`config.mk`:
```
export PLATFORM = sky130hd
export DESIGN_NAME = arb_mux_reg
export DESIGN_NICKNAME = d
export VERILOG_FILES = /design/src/rtl/arb_mux_pkg.sv /design/src/rtl/arb_mux_reg_arb.sv /design/src/rtl/arb_mux_reg.sv
export SDC_FILE = /design/constraint.sdc
export NUM_CORES = 1
export LEC_CHECK = 0
export ABC_AREA = 1
export CAP_MARGIN = 20
export CORE_UTILIZATION = 33
export CTS_CLUSTER_DIAMETER = 150
export DETAILED_ROUTE_END_ITERATION = 10
export PLACE_DENSITY = 0.88
export SLEW_MARGIN = 20
export SYNTH_ARGS = -nofsm -noshare
export SYNTH_HDL_FRONTEND = slang
export SYNTH_SLANG_ARGS = --single-unit
```
`constraint.sdc`:
```
create_clock -name clk -period 1.5 [get_ports clk]
set_input_delay 0.15 -clock clk [delete_from_list [all_inputs] [get_ports clk]]
set_output_delay 0.15 -clock clk [all_outputs]
set_load 0.1 [all_outputs]
```
`src/rtl/arb_mux_pkg.sv`:
```
// Shared definitions for the arbitrated register mux.
//   arb_mode_e : arbitration policy selector (fixed priority / round-robin)
//   ch_w()     : width of a channel index, never less than 1 bit
package arb_mux_pkg;

    typedef enum logic {
        ARB_FIXED = 1'b0,
        ARB_RR    = 1'b1
    } arb_mode_e;

    // Number of bits needed to encode a channel index, at least 1.
    function automatic int ch_w(int n);
        int w;
        w = 1;
        for (int i = 1; i < 31; i++) begin
            if ((1 << w) < n) begin
                w = i + 1;
            end
        end
        return w;
    endfunction

endpackage

```
`src/rtl/arb_mux_reg_arb.sv`:
```
// Combinational N-way arbiter.
//   req       : per-channel requests
//   ptr       : round-robin start position (ignored in fixed-priority mode)
//   grant     : one-hot grant, zero when nothing requests
//   grant_idx : binary index of the granted channel (0 when nothing requests)
// The requests are duplicated side by side and scanned upward from ptr, so
// the first hit at or after ptr is found without an explicit wrap step.
module rr_arbiter
    import arb_mux_pkg::*;
#(
    parameter int NUM_CH  = 4,
    parameter int RR_MODE = 1,
    localparam int CH_W   = ch_w(NUM_CH)
) (
    input  logic [NUM_CH-1:0] req,
    input  logic [CH_W-1:0]   ptr,
    output logic [NUM_CH-1:0] grant,
    output logic [CH_W-1:0]   grant_idx
);

    localparam arb_mode_e MODE = (RR_MODE != 0) ? ARB_RR : ARB_FIXED;

    logic [2*NUM_CH-1:0] req2;
    logic [CH_W-1:0]     start;
    logic                found;

    assign req2  = {req, req};
    // Fixed priority is just a scan that always starts at channel 0.
    assign start = (MODE == ARB_RR) ? ptr : '0;

    always_comb begin
        grant     = '0;
        grant_idx = '0;
        found     = 1'b0;
        for (int j = 0; j < 2*NUM_CH; j++) begin
            if (!found && (j >= int'(start)) && req2[j]) begin
                found                = 1'b1;
                grant[j % NUM_CH]    = 1'b1;
                grant_idx            = CH_W'(j % NUM_CH);
            end
        end
    end

endmodule

```
`src/rtl/arb_mux_reg.sv`:
```
// N-channel, WIDTH-bit arbitrated mux with a single registered output stage.
//   clk, rst_n : clock, asynchronous active-low reset
//   in_valid   : per-channel request
//   in_data    : per-channel payload
//   in_ready   : per-channel accept (one-hot or zero)
//   out_valid  : output register holds a word
//   out_data   : registered payload
//   out_ch     : channel that supplied out_data
//   out_ready  : downstream accept
// The output register refills whenever it is empty or being drained in the
// same cycle, so back-to-back transfers need no bubble while out_ready is high.
module arb_mux_reg
    import arb_mux_pkg::*;
#(
    parameter int NUM_CH  = 4,
    parameter int WIDTH   = 32,
    parameter int RR_MODE = 1,
    localparam int CH_W   = ch_w(NUM_CH)
) (
    input  logic                         clk,
    input  logic                         rst_n,
    input  logic [NUM_CH-1:0]            in_valid,
    input  logic [NUM_CH-1:0][WIDTH-1:0] in_data,
    output logic [NUM_CH-1:0]            in_ready,
    output logic                         out_valid,
    output logic [WIDTH-1:0]             out_data,
    output logic [CH_W-1:0]              out_ch,
    input  logic                         out_ready
);

    localparam arb_mode_e MODE = (RR_MODE != 0) ? ARB_RR : ARB_FIXED;

    logic                         out_valid_reg;
    logic [WIDTH-1:0]             out_data_reg;
    logic [CH_W-1:0]              out_ch_reg;
    logic [CH_W-1:0]              rr_ptr_reg;
    logic [CH_W-1:0]              rr_ptr_next;

    logic [NUM_CH-1:0]            req;
    logic [NUM_CH-1:0]            grant;
    logic [CH_W-1:0]              grant_idx;
    logic                         load_en;
    logic                         xfer;
    logic [NUM_CH-1:0][WIDTH-1:0] masked_data;
    logic [WIDTH-1:0]             sel_data;

    // Masking requests with rst_n keeps every in_ready low while reset is held,
    // even though an empty output register would otherwise accept.
    assign req = in_valid & {NUM_CH{rst_n}};

    rr_arbiter #(
        .NUM_CH  (NUM_CH),
        .RR_MODE (RR_MODE)
    ) u_arb (
        .req       (req),
        .ptr       (rr_ptr_reg),
        .grant     (grant),
        .grant_idx (grant_idx)
    );

    assign load_en  = !out_valid_reg || out_ready;
    assign in_ready = grant & {NUM_CH{load_en}};
    // A grant only exists where a request is valid, so any ready bit is a transfer.
    assign xfer     = |in_ready;

    // AND-OR select: the grant is one-hot, so at most one term is non-zero.
    for (genvar gi = 0; gi < NUM_CH; gi++) begin : g_mask
        assign masked_data[gi] = in_data[gi] & {WIDTH{grant[gi]}};
    end

    always_comb begin
        sel_data = '0;
        for (int i = 0; i < NUM_CH; i++) begin
            sel_data = sel_data | masked_data[i];
        end
    end

    if (MODE == ARB_RR) begin : g_rr_ptr
        assign rr_ptr_next = (grant_idx == CH_W'(NUM_CH - 1)) ? '0
                                                             : grant_idx + CH_W'(1);
    end else begin : g_fixed_ptr
        assign rr_ptr_next = '0;
    end

    always_ff @(posedge clk or negedge rst_n) begin
        if (!rst_n) begin
            out_valid_reg <= 1'b0;
            out_data_reg  <= '0;
            out_ch_reg    <= '0;
            rr_ptr_reg    <= '0;
        end else if (load_en) begin
            if (xfer) begin
                out_valid_reg <= 1'b1;
                out_data_reg  <= sel_data;
                out_ch_reg    <= grant_idx;
                rr_ptr_reg    <= rr_ptr_next;
            end else begin
                // Draining with nothing to refill: payload and index are kept.
                out_valid_reg <= 1'b0;
            end
        end
    end

    assign out_valid = out_valid_reg;
    assign out_data  = out_data_reg;
    assign out_ch    = out_ch_reg;

endmodule

```
Word level (Yosys, flattened, before mapping)

Index checks and enable logic that the tools add are counted.

Bits in registers: 37
Word-level logic and storage cells: 62

$add $sub $neg: 1
$lt $le $gt $ge: 3
Equality and inequality tests: 1
Multiplexer cells: 23
Bitwise gates (word level): 9
Reduce and logical (&&, ||, !) cells: 21

Operators with widths:

| cell                                                             | count |
|---|---|
| bitwise AND 32 bit                                               | 4 |
| OR 32 bit                                                        | 3 |
| two-way mux 1 bit                                                | 16 |
| two-way mux 2 bit                                                | 7 |
| logical AND 1 bit                                                | 10 |
| bitwise AND 4 bit                                                | 2 |
| logical NOT 1 bit                                                | 8 |
| greater-or-equal comparator 1 x 2 -> 1 bit, first input constant | 2 |
| OR reduction 4 bit                                               | 1 |
| adder 2 x 1 -> 2 bit, second input constant                      | 1 |
| == test 2 bit, second input constant                             | 1 |
| greater-or-equal comparator 2 bit, first input constant          | 1 |
| AND reduction 2 bit                                              | 1 |
| logical OR 1 bit                                                 | 1 |

Longest topological paths before layout

Depth after elaboration: 29
Gate-level depth with buffers: 12
Mapped depth without buffers: 11

Hierarchy

A second synthesis with hierarchy kept.

Cell total of the unflattened synthesis: 516
Area, all modules: 2934.1 um2

By module, submodules not included:

| module      | times used | cells each | area each (um2) | seq. area each (um2) |
|---|---|---|---|---|
| arb_mux_reg | 1          | 485        | 2783.9          | 925.9 |
| rr_arbiter  | 1          | 31         | 150.1           | 0.0 |

Worst setup path before layout

Ideal clock, no wire load.

Path type: register to register
Start point: reg rr_ptr_reg[1]
End point: reg out_ch_reg[1] (netlist: out_ch[1])
Data arrival time: 2.613 ns
Required time: 1.429 ns
Slack: -1.185 ns
Stages on the path, launching flop included: 10
Path buffers: 1
Clock period less this slack: 2.685 ns
Cells stage by stage: dfrtp_1 nor2_1 nand2_2 nand2_2 nor3_2 inv_2 buf_2 nor2_1 nor2_1 nand2_1

Cells in the longest elaborated chain, start to end: 29
Elaborated cells on any way between the ends: 43
Classes of those cells: 3 x order compare; 20 x mux; 1 x bitwise; 19 x reduce/logical

Ends and longest elaborated chain:

| item                                       | line                  | RTL |
|---|---|---|
| start: declaration                         | arb_mux_reg.sv:36     | `logic [CH_W-1:0] rr_ptr_reg;` |
| start signal: assignment                   | arb_mux_reg.sv:96     | `rr_ptr_reg <= rr_ptr_next;` |
| greater-or-equal comparator 1 x 2 -> 1 bit | arb_mux_reg_arb.sv:36 | `if (!found && (j >= int'(start)) && req2[j]) begin` |
| logical AND 1 bit                          | arb_mux_reg_arb.sv:36 |  |
| two-way mux 1 bit                          | arb_mux_reg_arb.sv:36 |  |
| logical NOT 1 bit                          | arb_mux_reg_arb.sv:36 |  |
| logical AND 1 bit (2 in series)            | arb_mux_reg_arb.sv:36 |  |
| two-way mux 1 bit                          | arb_mux_reg_arb.sv:36 |  |
| logical NOT 1 bit                          | arb_mux_reg_arb.sv:36 |  |
| logical AND 1 bit (2 in series)            | arb_mux_reg_arb.sv:36 |  |
| [... 12 more ...]                          | --                    |  |
| two-way mux 1 bit                          | arb_mux_reg_arb.sv:36 |  |
| logical NOT 1 bit                          | arb_mux_reg_arb.sv:36 |  |
| logical AND 1 bit                          | arb_mux_reg_arb.sv:36 |  |
| two-way mux 1 bit (*)                      | arb_mux_reg_arb.sv:36 |  |
| bitwise AND 4 bit (*)                      | arb_mux_reg.sv:62     | `assign in_ready = grant & {NUM_CH{load_en}};` |
| via in_ready[3]                            | arb_mux_reg.sv:24     | `output logic [NUM_CH-1:0] in_ready,` |
| OR reduction 4 bit (*)                     | arb_mux_reg.sv:64     | `assign xfer = \|in_ready;` |
| AND reduction 2 bit (no line) (*)          | --                    |  |
| end signal: assignment                     | arb_mux_reg.sv:95     | `out_ch_reg <= grant_idx;` |
| end: declaration                           | arb_mux_reg.sv:35     | `logic [CH_W-1:0] out_ch_reg;` |

The timed path passes the listed nets; every way through them passes the cells marked *.
A chain may end at the register's enable or synchronous reset.

Final worst setup path

Start point: reg rr_ptr_reg[0]
End point: reg out_data_reg[12] (netlist: out_data[12])

Cells in the longest elaborated chain, start to end: 29
Elaborated cells on any way between the ends: 44
Classes of those cells: 3 x order compare; 14 x mux; 8 x bitwise; 19 x reduce/logical

Ends and longest elaborated chain:

| item                                       | line                  | RTL |
|---|---|---|
| greater-or-equal comparator 1 x 2 -> 1 bit | arb_mux_reg_arb.sv:36 |  |
| logical AND 1 bit                          | arb_mux_reg_arb.sv:36 |  |
| two-way mux 1 bit                          | arb_mux_reg_arb.sv:36 |  |
| logical NOT 1 bit                          | arb_mux_reg_arb.sv:36 |  |
| logical AND 1 bit (2 in series)            | arb_mux_reg_arb.sv:36 |  |
| two-way mux 1 bit                          | arb_mux_reg_arb.sv:36 |  |
| logical NOT 1 bit                          | arb_mux_reg_arb.sv:36 |  |
| logical AND 1 bit (2 in series)            | arb_mux_reg_arb.sv:36 |  |
| [... 11 more ...]                          | --                    |  |
| logical AND 1 bit                          | arb_mux_reg_arb.sv:36 |  |
| two-way mux 1 bit                          | arb_mux_reg_arb.sv:36 |  |
| logical NOT 1 bit                          | arb_mux_reg_arb.sv:36 |  |
| logical AND 1 bit                          | arb_mux_reg_arb.sv:36 |  |
| two-way mux 1 bit                          | arb_mux_reg_arb.sv:36 |  |
| bitwise AND 4 bit                          | arb_mux_reg.sv:62     |  |
| OR reduction 4 bit                         | arb_mux_reg.sv:64     |  |
| AND reduction 2 bit (no line)              | --                    |  |
| end signal: assignment                     | arb_mux_reg.sv:94     | `out_data_reg <= sel_data;` |
| end: declaration                           | arb_mux_reg.sv:34     | `logic [WIDTH-1:0] out_data_reg;` |

Parallel ways exist; a longest one is shown, timed or not.

==> metrics.csv <==
metric,value,unit
critPathKind,flop to flop,
grt_max_degree,38,
mostFrequentLayoutCells,"nand2_1 (136), clkdlybuf4s50_1 (133), buf_12 (50)",
violations,setup timing,
required,1670,ps
grt_pass1_vias,3655,
grt_overflow,0,
crit_fanout,8,
holdCritPathClass,primary input to async pin,
cts_made_buffers,5,
cts_max_level,2,
start_kind,flop,
finalNetCount,748,
setup_viol,41,
port_buffers,173,
final_common_cell,nand2_1,
worstPathCellList,nor2_2 -> nand2_2 -> nand2_4 -> buf_4 -> nor3_4 -> buf_4 -> o21bai_4 -> nand3_4 -> buf_4 -> buf_12 -> nand2_1 -> nand2_1,
power,0.01114,W
synth_cells,402,
vias,3578,
period_needed,1874,ps
p_per_area,1939,mW/mm²
status,finished with violations,
final_layout_size_suffix_gt1_frac,0.2414,
clock_skew,2.454,ps
die_area,0.008269,mm²
p_leak,2.745,nW
critPathBufInv,4,
crit_arrival,2040,ps
r2r_end,out_data[12],
clk_pin_slew,70,ps
area_delta_synth_final,120.2,%
grt_pass1_wl,17320,µm
fmax,533.7,MHz
syn-cell-area,0.002610,mm²
crit_family,simple AND/OR/NAND/NOR gates,
max_stage_delay,450,ps
drc,0,
max-vdd-ir-drop,1.161,mV
antenna_found_initial,0,
gp_congestion,0.8207,
route.detailed.wl_per_inst,16.08,µm
yosysWarnings,0,
timing.final.crit_share,1.249,
drv_slew,0,
layout_setup_ws,-373.6,ps
cp_common_cell,buf_4,
synth_fp_nets,537,
dpl.hpwl,7403,µm
io_pins,174,
timing.rr.start,rr_ptr_reg[0],
fillers,536,
rsz0062_at_grt,true,
num_antenna_cells,0,
whs,83.82,ps
grt_usage,0.2635,
coreArea,0.007687,mm²
vias_per_cell,5.004,
cts.sinks,37,
start_util,0.3395,
postCtsHoldBufs,0,
ys_seq_area_frac,0.3547,
die_x,90.94,µm
cts_tree,yes,
maxSlewHeadroom,0.6775,
place_ws,-463.9,ps
first_pass_iters,4,
drt-initial-drc-count,97,
cts_buffer_depth,2,
synth.avg_cell_area,6.493,µm²
synth_cell_types,19,
finalHoldViolations,0,
rrSetupSlack,-370,ps
drv_cap,0,
wl,11500,µm
die_h,90.94,µm
r2r_cells,12,
synth_area_leader_cell,dfrtp_1,
utilization,0.7476,
cp-startpoint,rr_ptr_reg[0],
cts-root-buf,clkbuf_8,
fp-row-count,32,
slowest_stage,dfrtp_2,
yosys.area.top_type_share,0.3547,
clkLatencyLatePin,280,ps
yosys-top-cells-area,"dfrtp_1 (35%), nand2_1 (20%), nand4_1 (9.1%)",
largest_reg_flops,32,
cp-end-kind,flop,
worst_pin_slew,483.8,ps
final_antenna_net_count,0,
ys_ff_latch,37,
[layer usage]
layer  global-route usage  part of all wire  up-vias
met4              0.07275            0.0094        0
met1               0.2799              0.38     1680
met3              0.06030             0.067       11
met2               0.5139              0.55      165
li1                     -                 -     1722
met5                    0                 0        -
[kinds of logic (layout without fill, tap and decap cells)]
| kind of cell | count (synthesis) | in the layout | share of synthesized area |
|---|---|---|---|
| AND/OR/NAND/NOR | 260 | 260 | 0.4453 |
| flip-flops | 37 | 37 | 0.3547 |
| AO/OA/AOI/OAI | 35 | 35 | 0.07431 |
| buffers and inverters | 70 | 281 | 0.1256 |
[Yosys cell counts (all sizes together)]
library cell / number
a21oi: 33
o21bai: 1
inv: 43
dfrtp: 37
nor3: 1
a31oi: 1
clkbuf: 1
nand2: 145
nor2: 38
nand4: 38
nand3: 38
buf: 26
[timing repair]
item	4_1_cts	5_1_grt
pin swaps	13	13
buffers inserted	17	7
endpoints found under the setup margin	41	41
gates resized for setup	37	20
gates cloned	6	4
[power breakdown]
group          leakage [nW]  internal (W)  switching [W]
logic                  2.23       0.00349        0.00501
registers             0.466       0.00145       0.000504
clock network        0.0443      0.000365       0.000327
total                  2.74       0.00530        0.00584
[area by class of cell]
type / count / area [µm²] / area share
Timing Repair Buffer: 231 / 2913 / 0.5069
Multi-Input combinational cell: 295 / 1515 / 0.2637
Inverter: 43 / 172.7 / 0.03005
Sequential cell: 37 / 932.1 / 0.1622
Clock buffer: 7 / 86.33 / 0.01502
Tap cell: 102 / 127.6 / 0.02221
[worst max-delay path by stage]
stage / to / slack, ps / depth (start not counted)
3_3_place_gp: out_ch[0] / -360 / 13
2_1_floorplan: out_ch[1] / -420 / 11
3_5_place_dp: out_data[6] / -460 / 13
5_1_grt: out_data[13] / -450 / 13
4_1_cts: in_ready[1] / -380 / 10
6_report: out_data[12] / -370 / 12
[worst reg2reg max path, delay by kind of cell (launching register included)]
kind            cells  cell delay, ps
compound gates      1             150
buf+inv             4             570
flops               1             450
simple gates        7             590
[through the flow]
| step | std cells | instance area, µm² | setup TNS [ps] |
|---|---|---|---|
| 2_1_floorplan | 402 | 2679 | -3139 |
| 3_3_place_gp | 676 | 5001 | -13650 |
| 3_5_place_dp | 676 | 5001 | -17090 |
| 4_1_cts | 706 | 5544 | -13230 |
| 5_1_grt | 715 | 5747 | -16830 |
| 6_report | 715 | 5747 | -14250 |
No activity file was read; power rests on OpenSTA's default activity.
